[src/rtl/iram_controller.sv]
// Instruction-miss responder: fetches one cache line from the synchronous instruction ROM
// word by word, packs it into imem_word and pulses word_ready when the line is complete.
module iram_controller #(
  parameter int PC_SIZE     = 32,
  parameter int WORD_W      = 32,
  parameter int LINE_WORDS  = 4,
  parameter int ROM_ADDR_W  = 10,
  parameter int ROM_LATENCY = 2
) (
  input  logic                         clk,
  input  logic                         nrst,
  input  logic                         i_miss,
  input  logic [PC_SIZE-1:0]           iram_address,
  output logic [LINE_WORDS*WORD_W-1:0] imem_word,
  output logic                         word_ready,
  output logic                         busy,
  output logic                         rom_re,
  output logic [ROM_ADDR_W-1:0]        rom_addr,
  input  logic [WORD_W-1:0]            rom_data
);

  localparam int BYTE_SH = $clog2(WORD_W / 8);
  localparam int WCNT_W  = (LINE_WORDS > 1) ? $clog2(LINE_WORDS) : 1;
  localparam int LCNT_W  = $clog2(ROM_LATENCY + 1);
  localparam logic [ROM_ADDR_W-1:0] LINE_MASK  = ~ROM_ADDR_W'(LINE_WORDS - 1);
  localparam logic [WCNT_W-1:0]     WCNT_LAST  = WCNT_W'(LINE_WORDS - 1);
  localparam logic [LCNT_W-1:0]     LCNT_LAST  = LCNT_W'(ROM_LATENCY);

  // CAPT is kept in the encoding but the capture happens in the last WAIT cycle.
  typedef enum logic [2:0] {
    S_IDLE, S_REQ, S_WAIT, S_CAPT, S_DONE, S_HOLD
  } state_e;

  state_e                         state_q, state_d;
  logic [ROM_ADDR_W-1:0]          line_q, line_d;
  logic [WCNT_W-1:0]              wcnt_q, wcnt_d;
  logic [LCNT_W-1:0]              lcnt_q, lcnt_d;
  logic [ROM_ADDR_W-1:0]          addr_q, addr_d;
  logic [LINE_WORDS*WORD_W-1:0]   data_q, data_d;
  logic [ROM_ADDR_W-1:0]          miss_base;
  logic [ROM_ADDR_W-1:0]          req_addr;

  // Addresses beyond the ROM wrap silently through the truncating cast.
  assign miss_base = ROM_ADDR_W'(iram_address >> BYTE_SH) & LINE_MASK;
  assign req_addr  = line_q + ROM_ADDR_W'(wcnt_q);

  always_ff @(posedge clk or negedge nrst) begin
    if (!nrst) begin
      state_q <= S_IDLE;
      line_q  <= '0;
      wcnt_q  <= '0;
      lcnt_q  <= '0;
      addr_q  <= '0;
      data_q  <= '0;
    end else begin
      state_q <= state_d;
      line_q  <= line_d;
      wcnt_q  <= wcnt_d;
      lcnt_q  <= lcnt_d;
      addr_q  <= addr_d;
      data_q  <= data_d;
    end
  end

  always_comb begin
    state_d = state_q;
    line_d  = line_q;
    wcnt_d  = wcnt_q;
    lcnt_d  = lcnt_q;
    addr_d  = addr_q;
    data_d  = data_q;
    case (state_q)
      S_IDLE: begin
        if (i_miss) begin
          line_d  = miss_base;
          wcnt_d  = '0;
          state_d = S_REQ;
        end
      end
      S_REQ: begin
        addr_d  = req_addr;
        lcnt_d  = LCNT_W'(1);
        state_d = S_WAIT;
      end
      S_WAIT: begin
        if (lcnt_q == LCNT_LAST) begin
          data_d[wcnt_q*WORD_W +: WORD_W] = rom_data;
          if (wcnt_q == WCNT_LAST) begin
            state_d = S_DONE;
          end else begin
            wcnt_d  = wcnt_q + 1'b1;
            state_d = S_REQ;
          end
        end else begin
          lcnt_d = lcnt_q + 1'b1;
        end
      end
      S_DONE: state_d = S_HOLD;
      // The core may still be dropping i_miss; never restart until it is seen low.
      S_HOLD: begin
        if (!i_miss) state_d = S_IDLE;
      end
      default: state_d = S_IDLE;
    endcase
  end

  always_comb begin
    rom_re     = (state_q == S_REQ);
    rom_addr   = rom_re ? req_addr : addr_q;
    word_ready = (state_q == S_DONE);
    busy       = (state_q != S_IDLE);
    imem_word  = data_q;
  end

endmodule

[config.mk]
export PLATFORM = sky130hd
export DESIGN_NAME = iram_controller
export DESIGN_NICKNAME = d
export VERILOG_FILES = /design/src/rtl/iram_controller.sv
export SDC_FILE = /design/constraint.sdc
export NUM_CORES = 1
export LEC_CHECK = 0
export CORE_ASPECT_RATIO = 0.9
export CORE_UTILIZATION = 51
export DETAILED_ROUTE_END_ITERATION = 16
export GPL_ROUTABILITY_DRIVEN = 0
export PLACE_DENSITY = 0.86
export SLEW_MARGIN = 10
export SYNTH_ARGS = -nofsm -noshare
export SYNTH_HDL_FRONTEND = slang
export SYNTH_SLANG_ARGS = --single-unit
export TNS_END_PERCENT = 20
[constraint.sdc]
create_clock -name clk -period 6.1 [get_ports clk]
set_clock_uncertainty 0.15 [all_clocks]
set_input_delay 1.22 -clock clk [delete_from_list [all_inputs] [get_ports clk]]
set_output_delay 1.22 -clock clk [all_outputs]
set_load 0.02 [all_outputs]
* Word-level counts from Yosys, hierarchy flattened
Index checks and enable logic that the tools add are counted.
W data, S select, Z words.
** Operators by class
- Shift operators :: 2
- Mux-type cells :: 13
- $add $sub $neg :: 4
- Reductions and logical operators :: 9
- Equal/unequal tests :: 11
** Operator list (number)
- $bwmux W128 :: 1
- $shift A32 B34 Y128 const A :: 1
- $shiftx A32 B34 Y128 :: 1
- $neg A7 Y34 :: 1
- $pmux W3 S5 :: 1
- $mux W3 :: 4
- $add A10 B2 Y10 :: 1
- $mux W10 :: 1
- $ne A2 B2 Y1 const B :: 5
- $mux W2 :: 4
- $pmux W2 S2 :: 2
- $eq A3 B3 Y1 const B :: 2
- $reduce_and A2 Y1 :: 3
- $add A2 B1 Y2 const B :: 2
- $eq A2 B2 Y1 const B :: 2
- $reduce_and A4 Y1 :: 1
- $reduce_bool A2 Y1 :: 2
- $eq A3 B1 Y1 const B :: 1
- $eq A3 B2 Y1 const B :: 1
- $logic_not A3 Y1 :: 1
- $reduce_and A3 Y1 :: 1
- $reduce_bool A3 Y1 :: 1
** Storage, ports and cells
- Bits in registers :: 153
- Output and inout port bits :: 141

* Longest topological paths before layout
Gate-level depths: netlist (run 1).
- Word-level depth :: 4
- Mapped depth :: 8
- Depth with buffers taken out :: 5

* Least setup slack after synthesis (run 1)
No wires, ideal clock.
- Path type :: reg-to-output
- Start :: register state_q[1]
- End :: output rom_addr[0]
- Data required time :: 4.730 ns
- Stages on the path, launching flop included :: 5
- Arrival time :: 1.439 ns
- Slack :: 3.291 ns
- Cells stage by stage :: dfrtp_1 -> buf_2 -> nor3_1 -> buf_4 -> mux2_2
** Between the ends
- Cells in the longest elaborated chain, start to end :: 2
** Ends and longest elaborated chain
- start: declaration :: line 34 : state_e state_q, state_d;
- start signal: assignment :: line 56 : state_q <= state_d;
- $eq A3 B1 Y1 :: line 108 : rom_re = (state_q == S_REQ);
- named net rom_re :: line 17 : output logic rom_re,
- $mux W10
- end: declaration :: line 18 : output logic [ROM_ADDR_W-1:0] rom_addr,
The timed path passes the listed nets, and every way through them passes these cells.

* Worst setup path in the final report (run 1)
- Start :: register state_q[0]
- End :: output rom_addr[6]
** Between the ends
- Cells in the longest elaborated chain, start to end :: 2
** Ends and longest elaborated chain (line)
- $eq A3 B1 Y1 :: 108
- $mux W10
No other way between the ends.

==> results.tsv, run 1 <==
metric	value	unit
fraction_of_final_layout_cells_sized_beyond_drive_strength_1	8.42	%
clock_path_buffers	2	
cellLeakagePower	4.13	nW
met3_track_demand_over_resource	7.77	%
synth.cell_area	0.00672	mm^2
worstPathArrival	2.57	ns
maxSlewViolCount	0	
timing.fmax	0.254	GHz
postCtsResizedCells	0	
timing_worst_setup_path_type	register to output port	
fp-row-count	39	
final_core_utilization	71.0	%
global_route_wire_length_before_repair	30.6	mm
mostFrequentLayoutCells	sky130_fd_sc_hd__clkdlybuf4s50_1, sky130_fd_sc_hd__dfrtp_1, sky130_fd_sc_hd__inv_1, sky130_fd_sc_hd__nand4_1, sky130_fd_sc_hd__o21ai_0	
route.antenna.remaining_nets	0	
global_route.usage.met1	39.3	%
dpl.cell_count	963	
overflow	0	
grt_most_used_layer	met2	
clockRootBuffer	sky130_fd_sc_hd__clkbuf_16	
cts-buffers-inserted	17	
layout_commonest_cell	sky130_fd_sc_hd__clkdlybuf4s50_1	
first_iteration_detailed_routing_drc_count	644	
vias_per_cell	5.93	
ioPinCount	208	
post_cts_hold_buffer_count	0	
max_slew_margin	19.5	%
antenna_found_initial	0	
routed_wirelength	19.1	mm
post_synth_inst_count	666	
syn_to_final_growth	35.2	%
dp_hpwl	12.1	mm
drtPass1Iterations	6	
cap_violations	0	
biggest_area_contributors_in_the_synthesized_netlist	sky130_fd_sc_hd__dfrtp_1, sky130_fd_sc_hd__nand4_1, sky130_fd_sc_hd__o21ai_0	
tritoncts_num_sinks	153	
post-route-drc-count	0	
timing.hold.worst.class	register to register	
htree_levels	4	
wl_per_cell	19.2	um
portBuffers	183	
power-per-cell-area	466	mW/mm^2
first_global_vias	5832	
die_span_x	123	um
clock_latency	0.42	ns
vias	5897	
result_of_the_run	finished, final reports clean	
die_area	0.0136	mm^2
cts_tree	yes	
critical_path_peak_fanout	14	
stdcell_count	995	
num-nets-final	891	
fin_crit_sh	64.6	%
worst-endpoint-required	4.73	ns
seq_area_frac_synth	57.0	%
die_height	111	um
netlist.top_cell.by_area	sky130_fd_sc_hd__dfrtp_1	
grt.total_usage	29.4	%
synthesized_net_count	739	
num-fill-cells	898	
warnings_from_yosys	0	
seq_area	0.00383	mm^2
initial_utilization	52.5	%
synthDominantCellAreaShare	57.0	%
final-setup-viol-count	0	
cts.repair_timing.setup_buffer_count	0	
globalRouteMet2Util	45.8	%
multi_input_area	0.00208	mm^2
hold_violations	0	
peakVddDrop	0.378	mV
postSynthAreaPerCell	10.1	um^2
core_area	0.0128	mm^2
num_antenna_cells	0	
critPathCaptureType	output port	
setup_total_negative_slack	0	ns
synth.ff_latch_count	153	
register_clock_pin_slew_on_the_reported_worst_setup_and_hold_paths	0.06	ns
timing.critical_path.from_type	register	
final_period_demand_of_the_worst_path	3.94	ns
rsz0062_at_grt	false	
worst_pin_slew	1.21	ns
synthDistinctLibCells	37	
grt_max_degree	104	
-- Yosys cell counts (all sizes together) --
cell type / count
dfrtp: 153
inv: 134
nand4: 129
o21ai: 129
buf: 40
mux2: 19
clkbuf: 17
ha: 6
a21oi: 5
nor2: 5
and2: 4
nor4b: 4
nor3b: 3
and4bb: 2
nand2b: 2
o22ai: 2
and3: 1
and3b: 1
and4b: 1
nand2: 1
nor2b: 1
nor3: 1
nor4: 1
o21a: 1
o22a: 1
o311ai: 1
o31ai: 1
or3: 1
-- critical path, stage by stage, from the launching register on --
cell and delay [ns]:
sky130_fd_sc_hd__dfrtp_1 0.62, sky130_fd_sc_hd__inv_1 0.16, sky130_fd_sc_hd__nor3_1 0.21, sky130_fd_sc_hd__buf_4 0.23
sky130_fd_sc_hd__mux2_2 0.38, sky130_fd_sc_hd__clkdlybuf4s50_1 0.54
-- metrics by stage --
stage,worst slack [ns],power (mW),instance area (um^2),hold slack [ns]
2_1_floorplan,3.29,2.40,6720,0.324
3_3_place_gp,2.69,3.15,8510,0.331
3_5_place_dp,2.63,3.22,8510,0.334
4_1_cts,2.15,4.25,9080,0.347
5_1_grt,2.06,4.44,9080,0.354
6_report,2.16,4.23,9080,0.343
-- sequential cells by signal, indices dropped and copies added, names as in the netlist --
name	cells
addr_q	10
state_q	3
imem_word	128
line_q	8
lcnt_q	2
wcnt_q	2
-- final timing paths --
path	startpoint	endpoint	slack [ns]	cells after the start
max reg2reg	wcnt_q[0]$_DFFE_PN0P_	imem_word[77]$_DFFE_PN0P_	2.94	6
max in group asynchronous	nrst	imem_word[33]$_DFFE_PN0P_	3.77	2
min in group asynchronous	nrst	imem_word[67]$_DFFE_PN0P_	0.76	1
min reg2reg	addr_q[7]$_DFF_PN0_	addr_q[7]$_DFF_PN0_	0.34	1
max	state_q[0]$_DFFE_PN0P_	rom_addr[6]	2.16	5
min	addr_q[7]$_DFF_PN0_	addr_q[7]$_DFF_PN0_	0.34	1
-- per-layer routing --
layer / up-vias / routed length, um / share of wire [%]
met4: 0 / 357 / 1.9
met1: 2911 / 7730 / 40
met2: 350 / 9260 / 49
met3: 39 / 1740 / 9.1
met5: - / 0 / 0
li1: 2597 / - / -
-- cell type report --
class	instances	share of cell area, %
Clock buffer	21	5.29
Clock inverter	11	1.06
Inverter	134	5.54
Multi-Input combinational cell	322	22.9
Sequential cell	153	42.2
Tap cell	164	2.26
Timing Repair Buffer	190	20.8
-- cell families after synthesis --
kind of cell               synth area share (%)
and+or+nand+nor                            15.9
DFF                                        57.0
AOI/OAI and AO/OA                          10.7
muxes                                      3.19
buffers and inverters                      12.2
adders and majority gates                  1.12
-- report_power, final --
group          internal, mW  total, mW  switching [mW]
combinational         0.749       1.68           0.932
sequential             1.33       1.53           0.207
clock                 0.602       1.02           0.417
Note: power is estimated with default switching activity, not from simulation.
==> run 2, diff against run 1 <==
- CORE_UTILIZATION: 51 -> 47
- PLACE_DENSITY: 0.86 -> 0.8
- clock period: 6.1 -> 4.05 ns (I/O delays scaled with it)
==> results.tsv, run 2 (synthesis results as in run 1) <==
metric	value	unit
timing_worst_setup_path_type	register to output port	
portBuffers	183	
ff_to_ff_path_depth	5	
maxSlewViolCount	0	
post-route-drc-count	0	
initial_utilization	48.0	%
die_height	115	um
die_span_x	128	um
fp-row-count	41	
num-nets-final	899	
grt_max_degree	70	
critical_path.reg2reg.endpoint	imem_word[114]$_DFFE_PN0P_	
cts-buffers-inserted	17	
critPathCaptureType	output port	
postCtsResizedCells	0	
largest_register_ffs	128	
mostFrequentLayoutCells	sky130_fd_sc_hd__clkdlybuf4s50_1, sky130_fd_sc_hd__dfrtp_1, sky130_fd_sc_hd__inv_1, sky130_fd_sc_hd__nand4_1, sky130_fd_sc_hd__o21ai_0	
peakVddDrop	0.524	mV
die_area	0.0148	mm^2
switching_share	35.5	%
ioPinCount	208	
result_of_the_run	finished, final reports clean	
clock_path_buffers	2	
timing.hold.worst.class	input port to asynchronous set/reset pin	
rsz0062_at_grt	false	
comb_power_share	38.9	%
power.internal	4.20	mW
power-per-cell-area	706	mW/mm^2
total_net_switching_power	2.32	mW
r2r_setup_slack	1.16	ns
setup_total_negative_slack	0	ns
final_period_demand_of_the_worst_path	3.51	ns
drtPass1Iterations	5	
tritoncts_num_sinks	153	
final-setup-viol-count	0	
final_critical_path_setup_slack	0.541	ns
first_global_vias	5490	
grt.total_usage	26.8	%
dp_hpwl	11.6	mm
final.hold.worst_slack	0.215	ns
vias_per_cell	5.57	
cellLeakagePower	4.21	nW
antenna_found_initial	0	
max_slew_margin	21.7	%
timing.critical_path.from_type	register	
syn_to_final_growth	37.5	%
dpl_worst_slack	0.977	ns
fraction_of_final_layout_cells_sized_beyond_drive_strength_1	9.30	%
global_route_wire_length_before_repair	30.0	mm
cap_violations	0	
fin_crit_sh	86.6	%
clockRootBuffer	sky130_fd_sc_hd__clkbuf_16	
cts_tree	yes	
timing.fmax	0.285	GHz
worst-endpoint-required	3.09	ns
worstPathArrival	2.55	ns
register_clock_pin_slew_on_the_reported_worst_setup_and_hold_paths	0.06	ns
critical_path.reg2reg.startpoint	wcnt_q[0]$_DFFE_PN0P_	
wl_per_cell	18.5	um
layout_commonest_cell	sky130_fd_sc_hd__clkdlybuf4s50_1	
critical_path_peak_fanout	14	
cts.repair_timing.setup_buffer_count	0	
htree_levels	4	
clock_latency	0.42	ns
vias	5748	
clock_power_share	26.0	%
num_antenna_cells	0	
route.antenna.remaining_nets	0	
routed_wirelength	19.1	mm
p_seq_share	35.1	%
first_iteration_detailed_routing_drc_count	562	
overflow	0	
core_area	0.0140	mm^2
post_cts_hold_buffer_count	0	
worst_pin_slew	1.17	ns
hold_violations	0	
[run 2: changes by cell type in the layout (fill, tap and decap cells not counted), sizes merged]
cell,change
clkinvlp,-2
bufinv,+3
clkbuf,-1
buf,+8
[run 2: per-layer routing]
layer  vias to the layer above  share of wire (%)  GRT usage (%)
met5                         -                  0              0
met2                       282                 47           42.7
met4                         0               0.47           5.73
met3                        14                8.5           7.99
li1                       2619                  -              -
met1                      2833                 44           36.7
[run 2: final cells by class]
class                           count  area [um^2]
Inverter                          134          503
Fill cell                        1108         4760
Clock buffer                       20          467
Clock inverter                     12          171
Sequential cell                   153         3830
Timing Repair Buffer              198         1950
Tap cell                          193          241
Multi-Input combinational cell    322         2080
[run 2: power by group through the flow]
| stage | combinational (mW) | sequential [mW] | clock, mW |
|---|---|---|---|
| 3_5_place_dp | 2.52 | 2.30 | 0 |
| 6_report | 2.54 | 2.29 | 1.70 |
| 2_1_floorplan | 0.932 | 2.68 | 0 |
| 3_3_place_gp | 2.48 | 2.30 | 0 |
| 4_1_cts | 2.54 | 2.28 | 1.72 |
| 5_1_grt | 2.71 | 2.34 | 1.79 |
[run 2: critical path, stage by stage, from the launching register on]
cell	delay [ns]
sky130_fd_sc_hd__dfrtp_1	0.62
sky130_fd_sc_hd__inv_1	0.13
sky130_fd_sc_hd__nor3_1	0.23
sky130_fd_sc_hd__buf_4	0.23
sky130_fd_sc_hd__mux2_2	0.36
sky130_fd_sc_hd__clkdlybuf4s50_1	0.55
[run 2: how the worst max path moves through the flow]
stage | slack, ns | end | start | cells after the start
after detailed placement | 0.98 | rom_addr[1] | state_q[0]$_DFFE_PN0P_ | 5
after floorplan | 1.65 | rom_addr[0] | state_q[1]$_DFFE_PN0P_ | 4
after CTS | 0.52 | rom_addr[1] | state_q[0]$_DFFE_PN0P_ | 5
after global placement | 1.03 | rom_addr[0] | state_q[0]$_DFFE_PN0P_ | 5
final | 0.54 | rom_addr[8] | state_q[0]$_DFFE_PN0P_ | 5
after global routing | 0.34 | rom_addr[7] | state_q[0]$_DFFE_PN0P_ | 5
[run 2: through the flow]
stage               util, %  power [mW]  cells  cell area (um^2)
floorplan                 -        3.61    666              6720
global placement       61.4        4.78   1000              8600
detailed placement     61.4        4.83   1000              8600
CTS                    66.0        6.55   1032              9240
global route           66.0        6.84   1032              9240
finish                 66.0        6.52   1032              9240
